**config.mk**
```make
export PLATFORM = sky130hd
export DESIGN_NAME = seq_div32
export DESIGN_NICKNAME = d
export VERILOG_FILES = /design/src/rtl/div_pkg.sv /design/src/rtl/div_step.sv /design/src/rtl/seq_div32.sv
export SDC_FILE = /design/constraint.sdc
export NUM_CORES = 1
export LEC_CHECK = 0
export ABC_CLOCK_PERIOD_IN_PS = 2700
export BUFFER_PORTS_ARGS = -buffer_cell sky130_fd_sc_hd__buf_2
export CAP_MARGIN = 20
export CELL_PAD_IN_SITES_DETAIL_PLACEMENT = 1
export CELL_PAD_IN_SITES_GLOBAL_PLACEMENT = 1
export CORE_MARGIN = 2
export CORE_UTILIZATION = 33
export CTS_BUF_LIST = sky130_fd_sc_hd__clkbuf_8
export DETAILED_ROUTE_END_ITERATION = 16
export PLACE_DENSITY_LB_ADDON = 0.08
export SLEW_MARGIN = 0
export SYNTH_ARGS = -nofsm -noshare
export SYNTH_HDL_FRONTEND = slang
export SYNTH_SLANG_ARGS = --single-unit
```
**constraint.sdc**
```tcl
create_clock -name i_clk -period 2.7 [get_ports i_clk]
set_clock_uncertainty 0.1 [all_clocks]
set_input_delay 0.135 -clock i_clk [delete_from_list [all_inputs] [get_ports i_clk]]
set_output_delay 0.135 -clock i_clk [all_outputs]
set_load 0.01 [all_outputs]
```
**src/rtl/div_pkg.sv**
```systemverilog
// Shared constants and state encoding for the sequential signed divider.
package div_pkg;

  localparam int DIV_WIDTH   = 32;
  localparam int DIV_LATENCY = DIV_WIDTH + 1;

  localparam logic [DIV_WIDTH-1:0] DBZ_QUOTIENT = '1;

  typedef enum logic [1:0] {
    IDLE = 2'd0,
    CALC = 2'd1,
    SIGN = 2'd2,
    DONE = 2'd3
  } div_state_e;

endpackage

```
**src/rtl/div_step.sv**
```systemverilog
// One restoring shift-subtract step over the magnitude remainder/quotient pair.
module div_step #(
  parameter int WIDTH = 32
) (
  input  logic [WIDTH:0]   r_i,
  input  logic [WIDTH-1:0] q_i,
  input  logic [WIDTH-1:0] d_i,
  output logic [WIDTH:0]   r_o,
  output logic [WIDTH-1:0] q_o,
  output logic             ok_o
);

  logic [WIDTH+1:0] shifted;
  logic [WIDTH+1:0] diff;

  // One spare top bit so a failed subtract shows up as a negative difference.
  always_comb begin
    shifted = {r_i, q_i[WIDTH-1]};
    diff    = shifted - {2'b00, d_i};
    ok_o    = ~diff[WIDTH+1];
    r_o     = ok_o ? diff[WIDTH:0] : shifted[WIDTH:0];
    q_o     = {q_i[WIDTH-2:0], ok_o};
  end

endmodule

```
**src/rtl/seq_div32.sv**
```systemverilog
// Sequential signed divider: one quotient bit per clock on magnitudes, then a
// sign-fixup cycle, with a start/busy/done handshake.
//
// state | meaning
// IDLE  | waiting for i_start
// CALC  | one restoring step per cycle, counter runs WIDTH..1
// SIGN  | apply result signs (or divide-by-zero values) to the outputs
// DONE  | o_done pulse, back to IDLE
import div_pkg::*;

module seq_div32 #(
  parameter int WIDTH = DIV_WIDTH
) (
  input  logic             i_clk,
  input  logic             reset,
  input  logic             i_start,
  input  logic [WIDTH-1:0] i_dividend,
  input  logic [WIDTH-1:0] i_divisor,
  output logic             o_busy,
  output logic             o_done,
  output logic [WIDTH-1:0] o_quotient,
  output logic [WIDTH-1:0] o_remainder,
  output logic             o_div_by_zero
);

  localparam int CW = $clog2(WIDTH + 1);

  localparam logic [1:0] ST_IDLE = 2'(IDLE);
  localparam logic [1:0] ST_CALC = 2'(CALC);
  localparam logic [1:0] ST_SIGN = 2'(SIGN);
  localparam logic [1:0] ST_DONE = 2'(DONE);

  logic [1:0]       state_q, state_d;
  logic [WIDTH-1:0] q_q, q_d;
  logic [WIDTH:0]   r_q, r_d;
  logic [WIDTH-1:0] d_q, d_d;
  logic [CW-1:0]    cnt_q, cnt_d;
  logic             neg_q_q, neg_q_d;
  logic             neg_r_q, neg_r_d;
  logic             dbz_pend_q, dbz_pend_d;
  logic [WIDTH-1:0] quot_q, quot_d;
  logic [WIDTH-1:0] rem_q, rem_d;
  logic             dbz_q, dbz_d;

  logic [WIDTH:0]   step_r;
  logic [WIDTH-1:0] step_q;
  logic             step_ok;

  div_step #(.WIDTH(WIDTH)) u_step (
    .r_i  (r_q),
    .q_i  (q_q),
    .d_i  (d_q),
    .r_o  (step_r),
    .q_o  (step_q),
    .ok_o (step_ok)
  );

  always_comb begin
    state_d    = state_q;
    q_d        = q_q;
    r_d        = r_q;
    d_d        = d_q;
    cnt_d      = cnt_q;
    neg_q_d    = neg_q_q;
    neg_r_d    = neg_r_q;
    dbz_pend_d = dbz_pend_q;
    quot_d     = quot_q;
    rem_d      = rem_q;
    dbz_d      = dbz_q;

    unique case (state_q)
      ST_IDLE: begin
        if (i_start) begin
          r_d = '0;
          if (i_divisor == '0) begin
            // Divide-by-zero parks the raw dividend in Q and lets SIGN publish
            // it, so results appear one edge after acceptance.
            q_d        = i_dividend;
            d_d        = '0;
            cnt_d      = '0;
            neg_q_d    = 1'b0;
            neg_r_d    = 1'b0;
            dbz_pend_d = 1'b1;
            state_d    = ST_SIGN;
          end else begin
            q_d        = i_dividend[WIDTH-1] ? -i_dividend : i_dividend;
            d_d        = i_divisor[WIDTH-1] ? -i_divisor : i_divisor;
            cnt_d      = CW'(WIDTH);
            neg_q_d    = i_dividend[WIDTH-1] ^ i_divisor[WIDTH-1];
            neg_r_d    = i_dividend[WIDTH-1];
            dbz_pend_d = 1'b0;
            state_d    = ST_CALC;
          end
        end
      end

      ST_CALC: begin
        r_d   = step_r;
        q_d   = step_q;
        cnt_d = cnt_q - 1'b1;
        if (cnt_q == CW'(1)) begin
          state_d = ST_SIGN;
        end
      end

      ST_SIGN: begin
        if (dbz_pend_q) begin
          quot_d = '1;
          rem_d  = q_q;
          dbz_d  = 1'b1;
        end else begin
          quot_d = neg_q_q ? -q_q : q_q;
          rem_d  = neg_r_q ? -r_q[WIDTH-1:0] : r_q[WIDTH-1:0];
          dbz_d  = 1'b0;
        end
        dbz_pend_d = 1'b0;
        state_d    = ST_DONE;
      end

      ST_DONE: begin
        state_d = ST_IDLE;
      end

      default: begin
        state_d = ST_IDLE;
      end
    endcase
  end

  always_ff @(posedge i_clk) begin
    if (reset) begin
      state_q    <= ST_IDLE;
      q_q        <= '0;
      r_q        <= '0;
      d_q        <= '0;
      cnt_q      <= '0;
      neg_q_q    <= 1'b0;
      neg_r_q    <= 1'b0;
      dbz_pend_q <= 1'b0;
      quot_q     <= '0;
      rem_q      <= '0;
      dbz_q      <= 1'b0;
    end else begin
      state_q    <= state_d;
      q_q        <= q_d;
      r_q        <= r_d;
      d_q        <= d_d;
      cnt_q      <= cnt_d;
      neg_q_q    <= neg_q_d;
      neg_r_q    <= neg_r_d;
      dbz_pend_q <= dbz_pend_d;
      quot_q     <= quot_d;
      rem_q      <= rem_d;
      dbz_q      <= dbz_d;
    end
  end

  // The step's new quotient LSB must be its own subtract-success decision.
  a_step_lsb : assert property (@(posedge i_clk) disable iff (reset)
    (state_q == ST_CALC) |-> (step_q[0] == step_ok));

  assign o_busy        = (state_q == ST_CALC) || (state_q == ST_SIGN);
  assign o_done        = (state_q == ST_DONE);
  assign o_quotient    = quot_q;
  assign o_remainder   = rem_q;
  assign o_div_by_zero = dbz_q;

endmodule

```
# After elaboration in Yosys (flattened, before gate mapping)
# Cells that the tools add are included.
# totals
regBits	173
latch_bits	0
mem_bits_rw	0
mem_bits_ro	0
elab_cells	60
mem_count	0
# op_classes
addsub	6
mul	0
div	0
n_lt_le_gt_ge	0
eq_ne	6
shifts	0
muxes	26
bitwise_logic	2
reduce_logical	9
# op_table
op	n
$mux 32	9
$neg 32->32	4
$mux 33	2
$pmux 33 s2	1
$pmux 32 s2	1
$sub 34x32->34	1
$logic_not 32->1	1
$mux 6	2
$pmux 6 s2	1
$pmux 2 s4	1
$reduce_and 2->1	4
$eq 6x1->1 const B	1
$mux 2	3
$sub 6x1->6 const B	1
$mux 1	5
$eq 2x2->1 const B	2
$ne 2x2->1 const B	2
$reduce_bool 2->1	2
$eq 2x1->1 const B	1
$logic_not 2->1	1
$pmux 1 s2	1
$logic_or 1x1->1	1
$not 1->1	1
$xor 1x1->1	1

# Logic depth before layout (Yosys ltp)
# depth
word_depth	5
mapped_depth	14
mapped_depth_nobuf	13

# Modules after synthesis
# From an unflattened synthesis, not the netlist that was laid out.
# unflattened
cells_unflattened	1467
hier_area_um2	11579.9
# modules_own_cells
mod	instances	cells_each	area_each_um2	seq_area_each_um2
seq_div32	1	1107	9168.8	3463.3
div_step	1	360	2411.1	0.0

# Least setup slack after synthesis
# OpenSTA, ideal clock, no wires.
# synth_timing
kind	register -> register
start	reg r_q[9]
end	reg r_q[32]
arrival_time_ns	2.735
t_required_ns	2.479
slack_ns	-0.256
path_stages_with_launch	12
path_cell_list	dfxtp_1 -> ha_1 -> a21oi_1 -> nor3_1 -> a2111oi_2 -> o311ai_0 -> a221o_1 -> o211a_1 -> buf_4 -> buf_4 -> a32oi_1 -> o21ai_0
# synth_between
elab_chain_len	3
# synth_rtl
item	line_no	rtl
from (decl)	seq_div32.sv:35	logic [WIDTH:0] r_q, r_d;
from (signal assigned)	seq_div32.sv:146	r_q <= r_d;
$sub 34x32->34	div_step.sv:19	diff = shifted - {2'b00, d_i};
$mux 33	div_step.sv:21	r_o = ok_o ? diff[WIDTH:0] : shifted[WIDTH:0];
$pmux 33 s2	seq_div32.sv:71	unique case (state_q)
# No other way between the ends.
# A chain may end at the register's enable or synchronous reset.

# Worst setup path after layout
# layout_timing
start	reg r_q[13]
end	reg rem_q[29] (netlist: o_remainder[29])
# layout_between
elab_chain_len	3
# layout_rtl
item	line_no	rtl
$neg 32->32	seq_div32.sv:113	rem_d = neg_r_q ? -r_q[WIDTH-1:0] : r_q[WIDTH-1:0];
$mux 32	seq_div32.sv:113	
$mux 32	seq_div32.sv:107	if (dbz_pend_q) begin
to (signal assigned)	seq_div32.sv:153	rem_q <= rem_d;
to (decl)	seq_div32.sv:42	logic [WIDTH-1:0] rem_q, rem_d;
# No other way between the ends.

==> flow_summary_export.csv <==
group,metric,value,unit
status,run_status,"complete, but fails checks",
status,violations,"setup timing",
final_layout,finalNetCount,1948,
floorplan,initial_core_util,33.7,%
clocking,clkSlewWorstSetupHoldPaths,100,ps
worst_setup_path,critPathTopFamily,"simple AND/OR/NAND/NOR gates",
synth,async_flop_share,0,%
clocking,root_buffer,"clkbuf_8",
sta,rsz0062_at_grt,"yes",
worst_setup_path,startpoint,"r_q[13]$_SDFFE_PP0P_",
flow_run,drv_cap,0,
grt,grt_use_total,24.6,%
synth,synth_top_cell_by_area,"dfxtp_1",
final_layout,syn2layout_area_growth,41.2,%
clocking,cts_buffer_depth,2,
floorplan,rows,67,
synth,synth_cell_type_count,72,
worst_hold_path,hold_path_class,"in2reg",
clocking,clock-sinks,173,
worst_setup_path,crit_path_start_kind,"flip-flop",
grt,grt_pass1_wl,69000,um
detailed_routing,drt-total-wl,45300,um
detailed_routing,drtAntennaViolNets,0,
detailed_routing,viasPerCell,5.24,
sta,fin_crit_sh,110,%
detailed_routing,drcViolationCount,0,
floorplan,die_h,189,um
power_and_ir_drop,p_leak,6.74,nW
placement,dpl.hpwl,34000,um
synth,yosysSeqAreaShare,30.5,%
power_and_ir_drop,peakVddDrop,485,uV
worst_setup_path,cp.depth,9,
sta,fin_ws,-269,ps
clocking,insertion_delay,510,ps
detailed_routing,routedWlPerCell,19.7,um
final_layout,drive_gt1_share,31.6,%
grt,grt_pass1_vias,12300,
clocking,h-tree-depth,4,
floorplan,die_x,189,um
worst_setup_path,rr_startpoint,"r_q[13]$_SDFFE_PP0P_",
sta,fmax,337,MHz
placement,numPortBuffers,133,
final_layout,diodes,0,
worst_setup_path,crit_slowest_cell,"or4_4",
synth,yosysWarnings,0,
sta,finalCriticalPeriod,2970,ps
worst_setup_path,reg2reg_slack,-270,ps
floorplan,coreArea,33700,sq um
worst_setup_path,path_cells,"or4_4, nor4_4, or4b_4, or3_4, o41ai_4, xor2_1, o21ai_1, mux2i_1, nor2_1",
worst_setup_path,r2r_end,"o_remainder[29]$_SDFFE_PP0P_",
detailed_routing,dr_total_vias,12000,
synth,synth-seq-cells,173,
worst_setup_path,max_stage_delay,560,ps
worst_setup_path,crit_end,"o_remainder[29]$_SDFFE_PP0P_",
synth,ys.flop_type,"dfxtp_1",
worst_setup_path,end_kind,"flip-flop",
worst_setup_path,crit_fanout,3,
grt,grt_max_degree,47,
placement,detailedPlace.worstSlack,-345,ps
worst_setup_path,r2r.worst_path.cells,9,
sta,tightest_slew,721,ps
clocking,cts_tree,"done",
synth,syn_inst,1478,
clocking,numCtsBuffers,17,
synth,synth_area_leaders,"dfxtp_1 (31%), xor2_1 (7.2%), nand2_1 (5.7%)",
synth,synth_edf_count,0,
sta,setup_viol,44,
worst_setup_path,cp_num_buf_inv,0,
synth,synth.avg_cell_area,7.68,sq um
synth,yosysTopAreaCellShare,30.5,%
grt,antenna_found_initial,0,
final_layout,design_area,16000,sq um
sta,slew-limit-headroom,51.9,%
detailed_routing,drtIter0Drc,538,
worst_setup_path,crit_arrival,3250,ps
placement,gp_congestion,0.894,
floorplan,die-area,35900,sq um
synth,synthesis.area,11400,sq um
detailed_routing,detail_route.first_pass.iterations,5,
worst_setup_path,required,2980,ps
power_and_ir_drop,cellPowerDensity,1110,nW/um^2
grt,grt-ovfl-total,0,
sta,hold_viol_final,0,
floorplan,ios,134,
final_layout,n_fill_cell,4076,
power_and_ir_drop,power.total,17.8,mW
sta,drv_slew,0,
synth,syn_nets,1588,
sta,whs,21.7,ps
worst_setup_path,critical_path_class,"reg2reg",
placement,dpl_cell_area,14100,sq um
-- repair_timing --
action | 4_1_cts | 5_1_grt
pin swaps | 16 | 82
gates resized for setup | 51 | 166
endpoints found under the hold margin | 51 | 0
gates cloned | 0 | 1
setup buffers | 9 | 20
setup endpoints to repair | 52 | 65
hold buffers | 42 | 0
-- registers in the layout, summed over array words and instances, names as in the netlist --
signal and count:
neg_q_q 1, o_div_by_zero 1, o_quotient 32, q_q 32, dbz_pend_q 1, state_q 2, o_remainder 32, cnt_q 6
d_q 32, r_q 33, neg_r_q 1
-- power breakdown --
group	switching [mW]	leakage (nW)	internal, mW	total, mW
Sequential	0.565	1.42	3.16	3.72
Combinational	6.43	5.11	5.62	12.1
Clock	1.18	0.213	0.872	2.05
Total	8.18	6.74	9.65	17.8
-- cell families after synthesis --
| kind of cell | share of synthesized area (%) |
|---|---|
| AND/OR/NAND/NOR | 19.7 |
| AO/OA/AOI/OAI | 23.4 |
| flip-flops | 30.5 |
| buffers and inverters | 5.64 |
| XOR/XNOR | 11.4 |
| multiplexers | 4.50 |
| adder cells (fa/ha/maj) | 4.81 |
-- how the worst min path moves through the flow --
| stage | cells past startpoint | from | endpoint | slack [ps] |
|---|---|---|---|---|
| floorplan | 2 | i_divisor[0] | d_q[0]$_SDFFE_PP0P_ | 190 |
| finish | 4 | i_divisor[26] | d_q[26]$_SDFFE_PP0P_ | 20 |
| global route | 3 | i_divisor[13] | d_q[13]$_SDFFE_PP0P_ | 20 |
| detailed placement | 2 | d_q[0]$_SDFFE_PP0P_ | d_q[0]$_SDFFE_PP0P_ | 370 |
| CTS | 3 | i_divisor[13] | d_q[13]$_SDFFE_PP0P_ | 3 |
| global placement | 2 | d_q[0]$_SDFFE_PP0P_ | d_q[0]$_SDFFE_PP0P_ | 360 |
-- cell type report --
cell class | count | area (sq um) | area share, %
Clock buffer | 17 | 234 | 1.46
Clock inverter | 15 | 195 | 1.22
Sequential cell | 173 | 3500 | 21.8
Timing Repair Buffer | 442 | 3280 | 20.5
Inverter | 61 | 229 | 1.43
Multi-Input combinational cell | 1143 | 8020 | 50.1
Tap cell | 448 | 561 | 3.50
-- synthesized netlist by cell type, types with 4 or more instances --
master,n
nor4_1,10
xnor2_1,55
buf_2,5
nor3_1,24
o211ai_1,14
and3_1,15
buf_1,9
o31ai_1,28
o21ai_0,120
nor2b_1,6
mux2i_1,51
or4_1,12
o21bai_1,4
nand3_1,26
o21a_1,4
a21o_1,16
nand2_1,172
nand3b_1,5
a211oi_1,37
ha_1,42
nand4_1,8
nor2_1,151
a32oi_1,6
o41ai_1,18
o22ai_1,45
a21oi_1,92
dfxtp_1,173
or3_1,15
inv_1,61
xor2_1,93
clkbuf_1,82
nand2b_1,20
-- tightest hold or removal path, delay by kind of cell --
family,cells,cell delay [ps]
XOR/XNOR,1,170
buffers and inverters,2,190
AO/OA/AOI/OAI,1,90
-- metal layers --
| metal | vias up | wire (um) | track usage, % |
|---|---|---|---|
| li1 | 5940 | - | - |
| met3 | 56 | 1120 | 3.17 |
| met2 | 186 | 23000 | 44.9 |
| met4 | 0 | 1290 | 8.50 |
| met5 | - | 0 | 0 |
| met1 | 5867 | 19900 | 29.6 |
-- layout by cell type (no fill, tap or decap), drive strengths merged, types with 15 or more instances in the layout --
master / synthesis / layout
o22ai: 45 / 45
mux2i: 51 / 51
and3: 15 / 15
or3: 17 / 17
clkbuf: 82 / 18
inv: 61 / 69
nor3: 24 / 24
nand2b: 20 / 20
ha: 42 / 42
dfxtp: 173 / 173
buf: 19 / 399
dlygate4sd3: 0 / 42
o31ai: 30 / 30
nor2: 151 / 151
xor2: 93 / 93
a211oi: 37 / 37
o211ai: 15 / 15
o21ai: 123 / 123
a21o: 16 / 16
o41ai: 19 / 19
nand3: 26 / 26
nand2: 172 / 172
a21oi: 92 / 92
xnor2: 55 / 55
-- stage by stage --
step	TNS, ps	instances	util, %
after CTS	-7700	2280	45.2
final	-6480	2299	47.5
after global routing	-11830	2299	47.5
after detailed placement	-17150	2198	41.9
after global placement	-13390	2198	41.9
after floorplan	-328	1478	-
(Power assumes the default switching activity.)
